File: config.mk
export PLATFORM = sky130hd
export DESIGN_NAME = hack_cpu_mc
export DESIGN_NICKNAME = d
export VERILOG_FILES = /design/src/rtl/hack_cpu_mc.sv
export SDC_FILE = /design/constraint.sdc
export NUM_CORES = 1
export LEC_CHECK = 0
export ABC_AREA = 1
export CAP_MARGIN = 20
export CORE_MARGIN = 2
export CORE_UTILIZATION = 25
export DETAILED_ROUTE_END_ITERATION = 12
export PLACE_DENSITY_LB_ADDON = 0.08
export SLEW_MARGIN = 20
export SYNTH_ARGS = -nofsm -noshare
export SYNTH_HDL_FRONTEND = slang
export SYNTH_SLANG_ARGS = --single-unit
File: constraint.sdc
create_clock -name clk -period 4.2 [get_ports clk]
set_clock_uncertainty 0.15 [all_clocks]
set_input_delay 0.84 -clock clk [delete_from_list [all_inputs] [get_ports clk]]
set_output_delay 0.84 -clock clk [all_outputs]
set_load 0.01 [all_outputs]
File: src/rtl/hack_cpu_mc.sv
// ============================================================================
// Module   : hack_cpu_mc
// Purpose  : Multi-cycle Hack CPU core with a configurable data width.
//            Executes the 16-bit Hack A/C instruction set. Instruction fetch
//            and data (M operand) accesses use valid/ack handshakes, so
//            wait-stated ROM and RAM are tolerated.
// Ports    : clk, reset         - clock, synchronous active-high reset
//            instr_req/addr     - fetch request and address (addr = pc)
//            instr_data/valid   - fetched word and completion strobe
//            mem_req/we/addr    - data access request, direction, address
//            mem_wdata/rdata    - write data / read data
//            mem_ack            - data access completion
//            pc, a_reg, d_reg   - architectural state
//            retire             - one-cycle pulse per completed instruction
//            halted             - high while parked in the idle-loop halt
// Config   : HACK_CPU_HALT_EN   - when defined, a taken jump to its own pc
//                                 parks the core in HALT until reset.
// Revision : 1.0 - initial release
// ============================================================================
`default_nettype none
`timescale 1ns/1ps

module hack_cpu_mc #(
    parameter int DATA_W = 16,
    parameter int PC_W   = 15,
    parameter int ADDR_W = 15
) (
    input  logic              clk,
    input  logic              reset,
    output logic              instr_req,
    output logic [PC_W-1:0]   instr_addr,
    input  logic [15:0]       instr_data,
    input  logic              instr_valid,
    output logic              mem_req,
    output logic              mem_we,
    output logic [ADDR_W-1:0] mem_addr,
    output logic [DATA_W-1:0] mem_wdata,
    input  logic [DATA_W-1:0] mem_rdata,
    input  logic              mem_ack,
    output logic [PC_W-1:0]   pc,
    output logic [DATA_W-1:0] a_reg,
    output logic [DATA_W-1:0] d_reg,
    output logic              retire,
    output logic              halted
);

    localparam logic [PC_W-1:0] c_PC_ONE = PC_W'(1);

`ifdef HACK_CPU_HALT_EN
    typedef enum logic [2:0] {
        S_FETCH  = 3'd0,
        S_DECODE = 3'd1,
        S_MEM_RD = 3'd2,
        S_EXEC   = 3'd3,
        S_MEM_WR = 3'd4,
        S_HALT   = 3'd5
    } state_t;
`else
    typedef enum logic [2:0] {
        S_FETCH  = 3'd0,
        S_DECODE = 3'd1,
        S_MEM_RD = 3'd2,
        S_EXEC   = 3'd3,
        S_MEM_WR = 3'd4
    } state_t;
`endif

    state_t              state_q, state_d;
    logic [PC_W-1:0]     pc_q, pc_d;
    logic [DATA_W-1:0]   a_q, a_d;
    logic [DATA_W-1:0]   dr_q, dr_d;
    logic [15:0]         ir_q, ir_d;
    logic [DATA_W-1:0]   m_q, m_d;
    logic [DATA_W-1:0]   wdata_q, wdata_d;
    logic [ADDR_W-1:0]   ea_q, ea_d;
    // pc to commit once a deferred M write completes
    logic [PC_W-1:0]     npc_q, npc_d;
`ifdef HACK_CPU_HALT_EN
    // remembers that the instruction waiting on its M write was a self-jump
    logic                halt_pend_q, halt_pend_d;
`endif

    // ------------------------------------------------------------------
    // Instruction field decode (C-instruction layout in ir[12:0])
    // ------------------------------------------------------------------
    logic w_a, w_zx, w_nx, w_zy, w_ny, w_f, w_no;
    logic w_d1, w_d2, w_d3, w_j1, w_j2, w_j3;

    assign w_a  = ir_q[12];
    assign w_zx = ir_q[11];
    assign w_nx = ir_q[10];
    assign w_zy = ir_q[9];
    assign w_ny = ir_q[8];
    assign w_f  = ir_q[7];
    assign w_no = ir_q[6];
    assign w_d1 = ir_q[5];
    assign w_d2 = ir_q[4];
    assign w_d3 = ir_q[3];
    assign w_j1 = ir_q[2];
    assign w_j2 = ir_q[1];
    assign w_j3 = ir_q[0];

    // ------------------------------------------------------------------
    // ALU, evaluated on the pre-instruction register values
    // ------------------------------------------------------------------
    logic [DATA_W-1:0] w_x1, w_x2, w_y0, w_y1, w_y2, w_fo, w_alu;
    logic              w_zero, w_neg, w_pos, w_taken;
    logic [PC_W-1:0]   w_target, w_pc_inc, w_npc;

    assign w_y0  = w_a ? m_q : a_q;
    assign w_x1  = w_zx ? '0 : dr_q;
    assign w_x2  = w_nx ? ~w_x1 : w_x1;
    assign w_y1  = w_zy ? '0 : w_y0;
    assign w_y2  = w_ny ? ~w_y1 : w_y1;
    assign w_fo  = w_f ? (w_x2 + w_y2) : (w_x2 & w_y2);
    assign w_alu = w_no ? ~w_fo : w_fo;

    assign w_zero  = (w_alu == '0);
    assign w_neg   = w_alu[DATA_W-1];
    assign w_pos   = !w_zero && !w_neg;
    assign w_taken = (w_j1 && w_neg) || (w_j2 && w_zero) || (w_j3 && w_pos);

    assign w_target = a_q[PC_W-1:0];
    assign w_pc_inc = pc_q + c_PC_ONE;
    assign w_npc    = w_taken ? w_target : w_pc_inc;

`ifdef HACK_CPU_HALT_EN
    logic w_self;
    assign w_self = w_taken && (w_target == pc_q);
`endif

    // ------------------------------------------------------------------
    // State register
    // ------------------------------------------------------------------
    always_ff @(posedge clk) begin
        if (reset) begin
            state_q     <= S_FETCH;
            pc_q        <= '0;
            a_q         <= '0;
            dr_q        <= '0;
            ir_q        <= '0;
            m_q         <= '0;
            wdata_q     <= '0;
            ea_q        <= '0;
            npc_q       <= '0;
`ifdef HACK_CPU_HALT_EN
            halt_pend_q <= 1'b0;
`endif
        end else begin
            state_q     <= state_d;
            pc_q        <= pc_d;
            a_q         <= a_d;
            dr_q        <= dr_d;
            ir_q        <= ir_d;
            m_q         <= m_d;
            wdata_q     <= wdata_d;
            ea_q        <= ea_d;
            npc_q       <= npc_d;
`ifdef HACK_CPU_HALT_EN
            halt_pend_q <= halt_pend_d;
`endif
        end
    end

    // ------------------------------------------------------------------
    // Next-state and control outputs
    // ------------------------------------------------------------------
    logic w_instr_req, w_mem_req, w_mem_we, w_retire, w_halted;

    always_comb begin
        state_d     = state_q;
        pc_d        = pc_q;
        a_d         = a_q;
        dr_d        = dr_q;
        ir_d        = ir_q;
        m_d         = m_q;
        wdata_d     = wdata_q;
        ea_d        = ea_q;
        npc_d       = npc_q;
`ifdef HACK_CPU_HALT_EN
        halt_pend_d = halt_pend_q;
`endif
        w_instr_req = 1'b0;
        w_mem_req   = 1'b0;
        w_mem_we    = 1'b0;
        w_retire    = 1'b0;
        w_halted    = 1'b0;

        case (state_q)
            S_FETCH: begin
                w_instr_req = 1'b1;
                if (instr_valid) begin
                    ir_d    = instr_data;
                    state_d = S_DECODE;
                end
            end

            S_DECODE: begin
                if (!ir_q[15]) begin
                    a_d      = DATA_W'(ir_q[14:0]);
                    pc_d     = w_pc_inc;
                    w_retire = 1'b1;
                    state_d  = S_FETCH;
                end else begin
                    ea_d    = a_q[ADDR_W-1:0];
                    state_d = w_a ? S_MEM_RD : S_EXEC;
                end
            end

            S_MEM_RD: begin
                w_mem_req = 1'b1;
                if (mem_ack) begin
                    m_d     = mem_rdata;
                    state_d = S_EXEC;
                end
            end

            S_EXEC: begin
                if (w_d1) begin
                    a_d = w_alu;
                end
                if (w_d2) begin
                    dr_d = w_alu;
                end
                if (w_d3) begin
                    // jump outcome is resolved now, while A and D still hold
                    // their pre-instruction values; commit it after the write
                    wdata_d = w_alu;
                    npc_d   = w_npc;
`ifdef HACK_CPU_HALT_EN
                    halt_pend_d = w_self;
`endif
                    state_d = S_MEM_WR;
                end else begin
                    pc_d     = w_npc;
                    w_retire = 1'b1;
`ifdef HACK_CPU_HALT_EN
                    state_d  = w_self ? S_HALT : S_FETCH;
`else
                    state_d  = S_FETCH;
`endif
                end
            end

            S_MEM_WR: begin
                w_mem_req = 1'b1;
                w_mem_we  = 1'b1;
                if (mem_ack) begin
                    pc_d     = npc_q;
                    w_retire = 1'b1;
`ifdef HACK_CPU_HALT_EN
                    state_d  = halt_pend_q ? S_HALT : S_FETCH;
`else
                    state_d  = S_FETCH;
`endif
                end
            end

`ifdef HACK_CPU_HALT_EN
            S_HALT: begin
                w_halted = 1'b1;
            end
`endif

            default: begin
                state_d = S_FETCH;
            end
        endcase
    end

    // Control outputs are forced low while reset is asserted so an
    // in-flight handshake is abandoned immediately.
    assign instr_req  = w_instr_req & ~reset;
    assign mem_req    = w_mem_req & ~reset;
    assign mem_we     = w_mem_we & ~reset;
    assign retire     = w_retire & ~reset;
    assign halted     = w_halted & ~reset;

    assign instr_addr = pc_q;
    assign mem_addr   = ea_q;
    assign mem_wdata  = wdata_q;
    assign pc         = pc_q;
    assign a_reg      = a_q;
    assign d_reg      = dr_q;

endmodule

`default_nettype wire

==> results.yml <==
worst_setup_path:
  cp.required_ps: 4420
  r2r-start: "ir_q[12]"
  crit_fanout: 29
  worstSetupPathType: "register to register"
  slowest_stage: "ha_1"
  critPathMaxStageDelay_ps: 380
  path_cells: "inv_1 -> buf_12 -> o21ai_0 -> xor2_1 -> ha_1 -> nand2_2 -> inv_2 -> a21oi_2 -> nand2_1 -> nand2_1 -> nand3_2 -> nand2_1 -> nand2_1 -> nand2_2 -> nand2_2 -> nor3_4 -> nand3_4 -> nand2_4 -> nand3_4 -> buf_12 -> nand2_4 -> nand3_1 -> a21oi_2"
  worstSetupStartpoint: "ir_q[12]"
  crit_path_end_kind: "register"
  cp.arrival_ps: 4100
  worst_setup_path_start_kind: "register"
  crit_top_cell: "nand2_1"
logic_synthesis:
  ys_seq_elements: 128
  async_reset_ff_share_pct: 0
  synth_cell_types: 45
  syn_inst: 1191
  synth_area_um2: 8170
  synthFlopType: "dfxtp_1"
  seq_area_frac_synth_pct: 31.4
  synth.avg_cell_area_um2: 6.86
  ys_warn_count: 0
  synth_edf_count: 0
  synth_fp_nets: 1245
global_routing:
  grt_use_met2_pct: 28.5
  track_usage_pct: 18.4
  grtUsageMet3_pct: 2.79
  gr-usage-met1_pct: 26.4
  grt_pass1_wl_mm: 46.7
  busiest_layer: "met2"
  grt_max_degree: 61
  grt_overflow: 0
  antenna_found_initial: 0
  grt_pass1_vias: 7548
pwr:
  powerDensity_nw_per_um2: 479
  max-vdd-ir-drop_mv: 0.268
  leakage_uw: 0.00460
drt:
  final_antenna_net_count: 0
  wl_mm: 30.8
  wl_per_cell_um: 17.5
  first_pass_iters: 5
  dr_total_vias: 7961
  drc_errors: 0
  viasPerCell: 4.52
  initialDrtViolationCount: 448
floorplanning:
  core_um2: 32400
  start_util_pct: 25.2
  die_w_um: 185
  pin_count: 134
  fp-row-count: 66
  die_y_um: 185
  dieArea_um2: 34100
sta:
  hold_violations: 0
  timing.setup.tns_ps: 0
  max_freq_mhz: 257
  relSlewSlack_pct: 34.1
  worstMarginPinSlew_ps: 985
  drv_slew: 0
  min_period_over_period_pct: 92.5
  setup_viol: 0
  period_minus_slack_ps: 3890
  worst_slack_ps: 313
clocking:
  clockBufferDepth: 2
  clock_latency_ps: 430
  clockRootBuffer: "clkbuf_16"
  clk_pin_slew_ps: 60
  cts_tree: "done"
  clkSinkCount: 128
  cts_buffers: 17
  cts_htree_levels: 4
layout:
  layout.nets: 1361
  fin_util_pct: 33.0
  final_cell_mix: "nand2_1, inv_1, clkdlybuf4s50_1"
  post_route_cells_drive_above_1_share_pct: 12.9
  fillers: 3541
  syn2layout_area_growth_pct: 30.6
  layout_commonest_cell: "nand2_1"
  layoutNonFillerInstCount: 1762
  n_antenna_cell: 0
run_status:
  outcome: "finished, final reports clean"
placement:
  hpwl_mm: 23.6
  gp_congestion: 0.843
  dp_slack_ps: 161
  port-buffer-count: 132
  dp_cells: 1730
worst_hold_path:
  hp-class: "register to register"
  min_from: "ir_q[2]"
flow_run:
  max-cap-violations: 0
-- final timing paths --
check	to	cells after the start	slack (ps)
setup reg to reg	instr_addr[8]	23	310
hold / removal	ir_q[2]	2	330
setup / recovery	instr_addr[8]	23	310
hold reg to reg	ir_q[2]	2	330
-- critical path: cells and delay by family, from the launching register on --
family | cells | cell delay (ps)
flip-flops | 1 | 340
buffers and inverters | 4 | 540
XOR/XNOR | 1 | 350
adder cells (fa/ha/maj) | 1 | 380
AND/OR/NAND/NOR | 14 | 1500
AO/OA/AOI/OAI | 3 | 550
-- per-layer routing --
layer | part of all wire (%) | wire length (um)
met3 | 4.4 | 1340
met2 | 44 | 13600
met5 | 0 | 0
met4 | 1.7 | 512
met1 | 50 | 15400
-- cell families after synthesis --
family | count (synthesis) | synth area share (%)
AOI/OAI and AO/OA | 260 | 18.9
xor gates and xnor gates | 48 | 5.15
adders and majority gates | 18 | 2.85
buffers and inverters | 261 | 13.2
DFF | 128 | 31.4
other | 1 | 0.0459
and+or+nand+nor | 475 | 28.5
-- what timing repair did --
item	4_1_cts	5_1_grt
resized for setup	0	16
endpoints found under the setup margin	0	30
buffers inserted	0	0
hold buffers	0	0
-- stage by stage --
stage	cell area [um^2]	hold WS (ps)	total power (uW)
6_report	10700	326	5110
4_1_cts	10600	325	5120
2_1_floorplan	8170	274	2770
5_1_grt	10700	346	5440
3_5_place_dp	9990	311	3510
3_3_place_gp	9990	309	3520
-- power by group --
part	internal (uW)	switching (uW)
sequential	1310	99.7
clock	960	637
combinational	780	1320
total	3050	2060
-- cell type report --
cell class,count,area [um^2],area share [%]
inverters,184,691,6.48
repair buffers,174,1670,15.6
well taps,442,553,5.18
flip-flops and latches,128,2560,24.0
clock buffers,18,439,4.12
clock inverters,14,180,1.69
multi-input cells,802,4580,42.9
-- cells in the mapped netlist (all sizes together) (4+ instances only) --
cell type	n	share of area, %
a21oi	93	6.2
a221oi	15	1.6
buf	36	2.8
clkbuf	41	1.9
dfxtp	128	31
ha	17	2.6
inv	181	8.3
nand2	282	15
nand3	92	7.1
nand4	23	1.9
nor2	65	3.5
nor3	5	0.44
o211ai	35	3.2
o21a	15	1.4
o21ai	93	5.7
o21bai	4	0.37
xor2	47	5.0
(Power assumes the default switching activity.)
